==> src/rtl/pmp_fifo_bridge.sv <==
// pmp_fifo_bridge: round-robin ADC FIFO reader that hands samples to a PIC parallel master port
module pmp_fifo_bridge #(
    parameter int DATA_W    = 8,
    parameter int N_CH      = 2,
    parameter int RDCK_HIGH = 2,
    parameter int SETTLE    = 1,
    parameter int TIMEOUT   = 1023,
    parameter int CNT_W     = 16,
    localparam int CH_W     = (N_CH > 1) ? $clog2(N_CH) : 1
) (
    input  logic                   clock,
    input  logic                   reset,
    input  logic [N_CH*DATA_W-1:0] adc_data,
    input  logic [N_CH-1:0]        fifo_rden,
    output logic [N_CH-1:0]        fifo_rdck,
    input  logic                   pmp_dreq,
    output logic [DATA_W-1:0]      pmp_d,
    output logic                   pmp_drdy,
    output logic [CH_W-1:0]        pmp_ch,
    output logic                   pmp_timeout,
    output logic                   drop_pulse,
    output logic [CNT_W-1:0]       xfer_count
);
    localparam int PMAX = (RDCK_HIGH > SETTLE) ? RDCK_HIGH : SETTLE;
    localparam int PW   = $clog2(PMAX + 1);
    localparam int TW   = $clog2(TIMEOUT + 1);

    typedef enum logic [2:0] {IDLE, ARB, RDCK, SETL, CAPT, HOLD} state_t;

    state_t              state;
    logic                dreq_m;
    logic                dreq_s;
    logic [CH_W-1:0]     rr;
    logic [CH_W-1:0]     gnt;
    logic [DATA_W-1:0]   sel;
    logic [PW-1:0]       ph;
    logic [TW-1:0]       tmo_cnt;

    // two-flop synchroniser for the PIC request, which arrives asynchronously
    always_ff @(posedge clock or posedge reset) begin
        if (reset) begin
            dreq_m <= 1'b0;
            dreq_s <= 1'b0;
        end else begin
            dreq_m <= pmp_dreq;
            dreq_s <= dreq_m;
        end
    end

    // round-robin pick starting just after the last granted channel; lowest offset wins
    always_comb begin
        gnt = rr;
        sel = adc_data[DATA_W-1:0];
        for (int i = N_CH; i >= 1; i--)
            if (fifo_rden[CH_W'((int'(rr) + i) % N_CH)]) gnt = CH_W'((int'(rr) + i) % N_CH);
        for (int c = 0; c < N_CH; c++)
            if (CH_W'(c) == rr) sel = adc_data[c*DATA_W +: DATA_W];
    end

    // transfer sequencer: arbitrate, pulse the read clock, settle, capture, hold for the PIC
    always_ff @(posedge clock or posedge reset) begin
        if (reset) begin
            state       <= IDLE;
            rr          <= CH_W'(N_CH - 1);
            ph          <= '0;
            tmo_cnt     <= '0;
            fifo_rdck   <= '0;
            pmp_d       <= '0;
            pmp_drdy    <= 1'b0;
            pmp_ch      <= '0;
            pmp_timeout <= 1'b0;
            drop_pulse  <= 1'b0;
            xfer_count  <= '0;
        end else begin
            drop_pulse <= 1'b0;
            case (state)
                IDLE: if (dreq_s) state <= ARB;
                ARB: begin
                    if (!dreq_s) begin
                        tmo_cnt     <= '0;
                        pmp_timeout <= 1'b0;
                        state       <= IDLE;
                    end else if (|fifo_rden) begin
                        rr        <= gnt;
                        fifo_rdck <= N_CH'(1) << gnt;
                        ph        <= '0;
                        tmo_cnt   <= '0;
                        state     <= RDCK;
                    end else begin
                        if (tmo_cnt != TW'(TIMEOUT)) tmo_cnt <= tmo_cnt + 1'b1;
                        if (tmo_cnt == TW'(TIMEOUT - 1)) pmp_timeout <= 1'b1;
                    end
                end
                RDCK: begin
                    if (ph == PW'(RDCK_HIGH - 1)) begin
                        fifo_rdck <= '0;
                        ph        <= '0;
                        state     <= (SETTLE == 0) ? CAPT : SETL;
                    end else begin
                        ph <= ph + 1'b1;
                    end
                end
                SETL: begin
                    if (ph == PW'(SETTLE - 1)) begin
                        ph    <= '0;
                        state <= CAPT;
                    end else begin
                        ph <= ph + 1'b1;
                    end
                end
                CAPT: begin
                    if (dreq_s) begin
                        pmp_d      <= sel;
                        pmp_ch     <= rr;
                        pmp_drdy   <= 1'b1;
                        xfer_count <= xfer_count + 1'b1;
                        state      <= HOLD;
                    end else begin
                        drop_pulse  <= 1'b1;
                        pmp_timeout <= 1'b0;
                        state       <= IDLE;
                    end
                end
                HOLD: begin
                    if (!dreq_s) begin
                        pmp_d       <= '0;
                        pmp_drdy    <= 1'b0;
                        pmp_timeout <= 1'b0;
                        state       <= IDLE;
                    end
                end
                default: state <= IDLE;
            endcase
        end
    end
endmodule

==> config.mk <==
export PLATFORM = sky130hd
export DESIGN_NAME = pmp_fifo_bridge
export DESIGN_NICKNAME = d
export VERILOG_FILES = /design/src/rtl/pmp_fifo_bridge.sv
export SDC_FILE = /design/constraint.sdc
export NUM_CORES = 1
export LEC_CHECK = 0
export ABC_AREA = 1
export CAP_MARGIN = 10
export CELL_PAD_IN_SITES_DETAIL_PLACEMENT = 1
export CELL_PAD_IN_SITES_GLOBAL_PLACEMENT = 1
export CORE_MARGIN = 2
export CORE_UTILIZATION = 30
export CTS_BUF_LIST = sky130_fd_sc_hd__clkbuf_4 sky130_fd_sc_hd__clkbuf_8
export CTS_CLUSTER_DIAMETER = 120
export DETAILED_ROUTE_END_ITERATION = 10
export PLACE_DENSITY_LB_ADDON = 0.1
export RECOVER_POWER = 100
export SLEW_MARGIN = 20
export SYNTH_ARGS = -nofsm -noshare
export SYNTH_HDL_FRONTEND = slang
export SYNTH_SLANG_ARGS = --single-unit
export TNS_END_PERCENT = 30
==> constraint.sdc <==
create_clock -name clock -period 2.2 [get_ports clock]
set_input_delay 0.55 -clock clock [delete_from_list [all_inputs] [get_ports clock]]
set_output_delay 0.55 -clock clock [all_outputs]
set_load 0.02 [all_outputs]
# --- Word level (Yosys, flattened, before mapping) ---
# Index checks and enable logic that the tools add are counted.
word_totals:
  register_bits: 48
  word_cells: 96
classes:
  order_cmp: 2
  n_addsub: 5
  eq_ne: 20
  n_mux: 39
  n_reduce_logical: 16
  shift: 1
op_table:
  columns: ["cell", "n"]
  rows:
  - ["2-to-1 mux 10 bit", 3]
  - ["2-to-1 mux 8 bit", 3]
  - ["2-to-1 mux 3 bit", 7]
  - ["one-hot mux 3 bit (6 select lines)", 1]
  - ["adder 16 x 1 -> 16 bit (second input constant)", 1]
  - ["!= test 2 bit (second input constant)", 8]
  - ["one-hot mux 8 bit (2 select lines)", 1]
  - ["2-to-1 mux 2 bit", 7]
  - ["2-to-1 mux 1 bit", 13]
  - ["adder 10 x 1 -> 10 bit (second input constant)", 1]
  - ["equality test 10 bit (second input constant)", 1]
  - ["!= test 10 bit (second input constant)", 1]
  - ["!= test 3 bit (second input constant)", 3]
  - ["AND reduction 3 bit", 3]
  - ["AND reduction 4 bit", 2]
  - ["equality test 3 x 2 -> 1 bit (second input constant)", 2]
  - ["equality test 3 bit (second input constant)", 2]
  - ["less-than comparator 1 x 3 -> 1 bit (second input constant)", 2]
  - ["one-hot mux 2 bit (3 select lines)", 1]
  - ["nonzero test 2 bit", 3]
  - ["AND reduction 5 bit", 1]
  - ["one-hot mux 1 bit (2 select lines)", 2]
  - ["one-hot mux 2 bit (2 select lines)", 1]
  - ["AND reduction 2 bit", 2]
  - ["10 further kinds", 12]

# --- Depth between registers and ports, before layout ---
# Gate-level depths: netlist (run 1).
depth:
  ltp_word: 10
  ltp_mapped: 9
  mapped_depth_nobuf: 9

# --- Worst setup path after synthesis (run 1) ---
# No wires, ideal clock.
synth_path:
  path_kind: "reg-to-reg"
  start: "reg xfer_count[0]"
  end: "reg xfer_count[10]"
  required_ns: 2.083
  setup_slack_ns: 0.785
  path_stages_with_launch: 9
  setup_time_ns: 0.117
  arrival_ns: 1.298
  cell_sequence: "dfrtp_1 > ha_1 > nand3_1 > nor2_1 > nand2_2 > nor2_4 > nand2_1 > nand2_1 > nand2_1"
synth_via:
  elab_chain_cells: 1
synth_lines:
  columns: ["item", "line_no", "rtl"]
  rows:
  - ["start, declared", "22", "output logic [CNT_W-1:0] xfer_count"]
  - ["start signal, assigned", "116", "xfer_count <= xfer_count + 1'b1;"]
  - ["adder 16 x 1 -> 16 bit", "116", null]
# No other way between the ends.
# A chain may end at the register's enable or synchronous reset.

# --- Worst setup path in the final report (run 1) ---
layout_path:
  start: "reg xfer_count[2]"
  end: "out xfer_count[2]"
# No word-level cell between the ends.

==> results.env, run 1 <==
DRCVIOLATIONCOUNT=0
CP_DATA_REQUIRED_TIME_NS=1.65
FINALCRITPERIODSHARE_PCT=92.9
RSZ0062_AT_GRT='false'
SYNTH_AREA_SQ_MM=0.00271
CRITICAL_PATH.N_BUFFERS_INVERTERS=1
HOLD_VIOL=0
TRITONCTS_CLOCK_TREE='yes'
WORST_SETUP_HOLD_PATH_CLK_SLEW_NS=0.09
GPL.FINAL_WEIGHTED_CONGESTION=0.812
CTS.SINKS=48
CTS_POST_SETUP_BUFFERS_INSERTED=0
DRT-WIRELENGTH-PER-CELL_MICRONS=13.5
CRITPATHKIND='flip-flop to output port'
R2R_START='state[0]'
WORST_PATH_LARGEST_CELL_DELAY_NS=0.71
IOS=51
FINISH.UTILIZATION_PCT=38.5
CRITICAL_PATH.TOP_DELAY_FAMILY='buffers and inverters'
CLOCK-SKEW-FINAL_NS=0.00675
MAX_CAP_VIOL_COUNT=0
PRE_CTS_SLACK_NS=0.168
GRT_ANTENNA_BEFORE_REPAIR=0
FIRST_PASS_GRT_WIRE_LENGTH_MICRONS=11900
CTS_ROOT_BUFFER='sky130_fd_sc_hd__clkbuf_8'
START_KIND='flip-flop'
MET1_LENGTH_MICRONS=3200
DIODES=0
POWER.STATIC_LEAKAGE_nW=1.66
CP_SLOWEST_CELL='sky130_fd_sc_hd__dlygate4sd3_1'
NUMBER_OF_BUFFERS_ADDED_BY_THE_CLOCK_TREE_SYNTHESIS_STEP=5
FINAL_AREA_SQ_MM=0.00336
SYN_AREA_PER_CELL_SQ_UM=7.99
FP.DIEW_MICRONS=99.0
FIRST_GLOBAL_VIAS=2497
TIMING.SLEW.HEADROOM_PCT=32.5
BUFFER_DEPTH_OF_THE_LONGEST_CLOCK_PATH=2
WHS_NS=0.358
MET2_WIRELENGTH_MICRONS=3170
FINAL_MAX_SLEW_VIOL_COUNT=0
FRACTION_OF_LAYOUT_CELLS_WITH_A_SIZE_SUFFIX_ABOVE_1_PCT=5.54
FINALWORSTSETUPSLACK_NS=0.156
TOTAL_VIA_COUNT_IN_THE_ROUTED_DESIGN=2375
POWER_PER_CELL_AREA_mW_PER_MM2=836
ROUTED-WL-MET3_MICRONS=357
DRT-TOTAL-WL_MICRONS=6810
CLOCK.FMAX_GHz=0.489
CTSHTREEMAXLEVEL=2
PLACED_CELL_AREA_SQ_MM=0.00334
GLOBALROUTE.TOTALOVERFLOW=0
LAYOUT_COMMONEST_CELL='sky130_fd_sc_hd__nand2_1'
MAPPEDNETLISTNETS=367
POST_CTS_REPAIR_RESIZE_COUNT=0
POST-LAYOUT-TOTAL-POWER_mW=2.80
HPWL_MICRONS=5300
CP-STARTPOINT='xfer_count[2]'
SYNTHDISTINCTLIBCELLS=33
IR_DROP_mV=0.386
YOSYS_REGISTER_BITS=48
GRT_START_MAX_NET_PINS=31
TIMING.CRITICAL_PATH.CELLS='dlygate4sd3_1'
AREAGROWTHSYNTHTOFINISH_PCT=23.8
LAYOUT.CELLS.MOST_COMMON_LIST='sky130_fd_sc_hd__nand2_1 (98), sky130_fd_sc_hd__dfrtp_1 (47), sky130_fd_sc_hd__inv_1 (46)'
FINALSETUPTNS_NS=0
INITIAL_CELL_DENSITY_OF_THE_CORE_PCT=31.1
FINAL-SETUP-VIOL-COUNT=0
OUTCOME='complete, no violations'
DIE_AREA_SQ_MM=0.00981
COUNT_OF_STANDARD_CELL_ROWS=34
DRT-PASS1-ITER-COUNT=4
CTS_HOLD_REPAIR.BUFFERS=0
TRACK_USAGE_PCT=15.1
HIGHEST_METAL_LAYER_USED_BY_THE_DETAILED_ROUTER='met4'
DETAILEDROUTE.FIRSTITERATIONVIOLATIONS=58
SEQUENTIAL_TO_TOTAL_AREA_SHARE_FROM_YOSYS_STAT_PCT=44.4
CRITICAL_PATH.MAX_FANOUT=6
AVGVIACOUNTPERCELL=4.70
TIMING_WORST_SLEW_PIN_VALUE_NS=1.01
WORSTSKEWPAIRLATENCY_NS=0.30
SYNTHCELLS=339
HP-CLASS='flip-flop to flip-flop'
ANT_NETS=0
DIE_H_MICRONS=99.0
CRIT_ARRIVAL_NS=1.49
PORT_BUFFERS=50
WORST_SETUP_PATH_END_KIND='output port'
NUMBER_OF_NETS_IN_THE_LAYOUT=424
HOLD_SP='dreq_m'
FINAL.MIN_CLOCK_PERIOD_NS=2.04
SYNTH-WARNING-COUNT=0
FINAL_CELLS=505
CORE_AREA_SQ_MM=0.00872
DP_CELLS=497
==> final timing paths <==
check | endpoint | slack, ns | cells after the start
worst min-delay path | dreq_s | 0.36 | 0
worst max-delay path | xfer_count[2] | 0.16 | 1
min in group asynchronous | tmo_cnt[2] | 0.94 | 3
max in group asynchronous | xfer_count[5] | 0.59 | 3
worst min register to register | dreq_s | 0.36 | 0
worst max register to register | xfer_count[10] | 0.39 | 8
==> Yosys cell counts <==
library cell               instances  area [sq um]
sky130_fd_sc_hd__nand3_2           4          40.0
sky130_fd_sc_hd__inv_1            45           169
sky130_fd_sc_hd__nand2_1          93           349
sky130_fd_sc_hd__xor2_1            8          70.1
sky130_fd_sc_hd__o22ai_1           8          50.1
sky130_fd_sc_hd__nand2_2           7          43.8
sky130_fd_sc_hd__nor3_1            2          10.0
sky130_fd_sc_hd__nand3_1          22           110
sky130_fd_sc_hd__nand4_1           8          50.1
sky130_fd_sc_hd__nor2_1           34           128
sky130_fd_sc_hd__a21oi_1           1          5.00
sky130_fd_sc_hd__o21ai_4           1          16.3
sky130_fd_sc_hd__buf_6             3          33.8
sky130_fd_sc_hd__dfrtp_1          47          1180
sky130_fd_sc_hd__nor3_4            1          16.3
sky130_fd_sc_hd__xnor2_1           4          35.0
sky130_fd_sc_hd__mux2i_1           8          80.1
sky130_fd_sc_hd__nor2_4            3          33.8
sky130_fd_sc_hd__dfstp_2           1          26.3
sky130_fd_sc_hd__o21bai_1          2          15.0
sky130_fd_sc_hd__ha_1              7          87.6
sky130_fd_sc_hd__clkinv_2          1          5.00
sky130_fd_sc_hd__inv_4             1          6.26
sky130_fd_sc_hd__o21ai_1           5          25.0
sky130_fd_sc_hd__o211ai_1          1          7.51
sky130_fd_sc_hd__nor2_2            4          25.0
sky130_fd_sc_hd__buf_2             1          5.00
sky130_fd_sc_hd__nand3b_1          1          7.51
sky130_fd_sc_hd__a22oi_1           1          7.51
sky130_fd_sc_hd__a31oi_1           1          6.26
sky130_fd_sc_hd__a21oi_2           1          8.76
sky130_fd_sc_hd__o21ai_0          10          50.1
sky130_fd_sc_hd__inv_2             3          11.3
==> logic make-up (layout without fill, tap and decap cells) <==
family,Yosys count,count (layout),share of synthesized area [%]
simple gates,179,179,30.0
buf+inv,54,112,8.49
flops,48,48,44.4
compound gates,31,31,7.06
xor+xnor,12,12,3.88
mux,8,8,2.95
fa+ha+maj,7,7,3.23
==> report_power, final <==
group | total, mW | internal (mW) | leakage, nW | switching [mW]
Clock | 0.561 | 0.253 | 0.0493 | 0.308
Sequential | 1.23 | 1.05 | 0.645 | 0.180
Combinational | 1.01 | 0.411 | 0.966 | 0.603
==> layout make-up <==
class	instances	area, sq um
multi-input combinational	237	1220
tap	108	135
timing repair buffer	54	517
clock buffer	7	83.8
inverter	50	191
clock inverter	1	8.76
sequential	48	1200
fill	1067	5370
==> registers in the layout, summed over array words and instances (netlist names) <==
signal / cells
dreq_m: 1
dreq_s: 1
drop_pulse: 1
fifo_rdck: 2
ph: 2
pmp_ch: 1
pmp_d: 8
pmp_drdy: 1
pmp_timeout: 1
rr: 1
state: 3
tmo_cnt: 10
xfer_count: 16
==> metal layers <==
layer  vias up  GRT usage, %
met5         -             0
met4         0          3.69
met3         6          4.40
met2        43          24.8
met1      1140          19.5
li1       1186             -
(Power assumes the default switching activity.)
==> run 2, diff against run 1 <==
--- a/config.mk
+++ b/config.mk
@@ -16,7 +16,6 @@
 export DETAILED_ROUTE_END_ITERATION = 10
 export PLACE_DENSITY_LB_ADDON = 0.1
 export RECOVER_POWER = 100
-export SLEW_MARGIN = 20
 export SYNTH_ARGS = -nofsm -noshare
 export SYNTH_HDL_FRONTEND = slang
 export SYNTH_SLANG_ARGS = --single-unit
==> results of run 2 <==
Same layout as run 1: the final DEF is identical, and so are final timing and power.
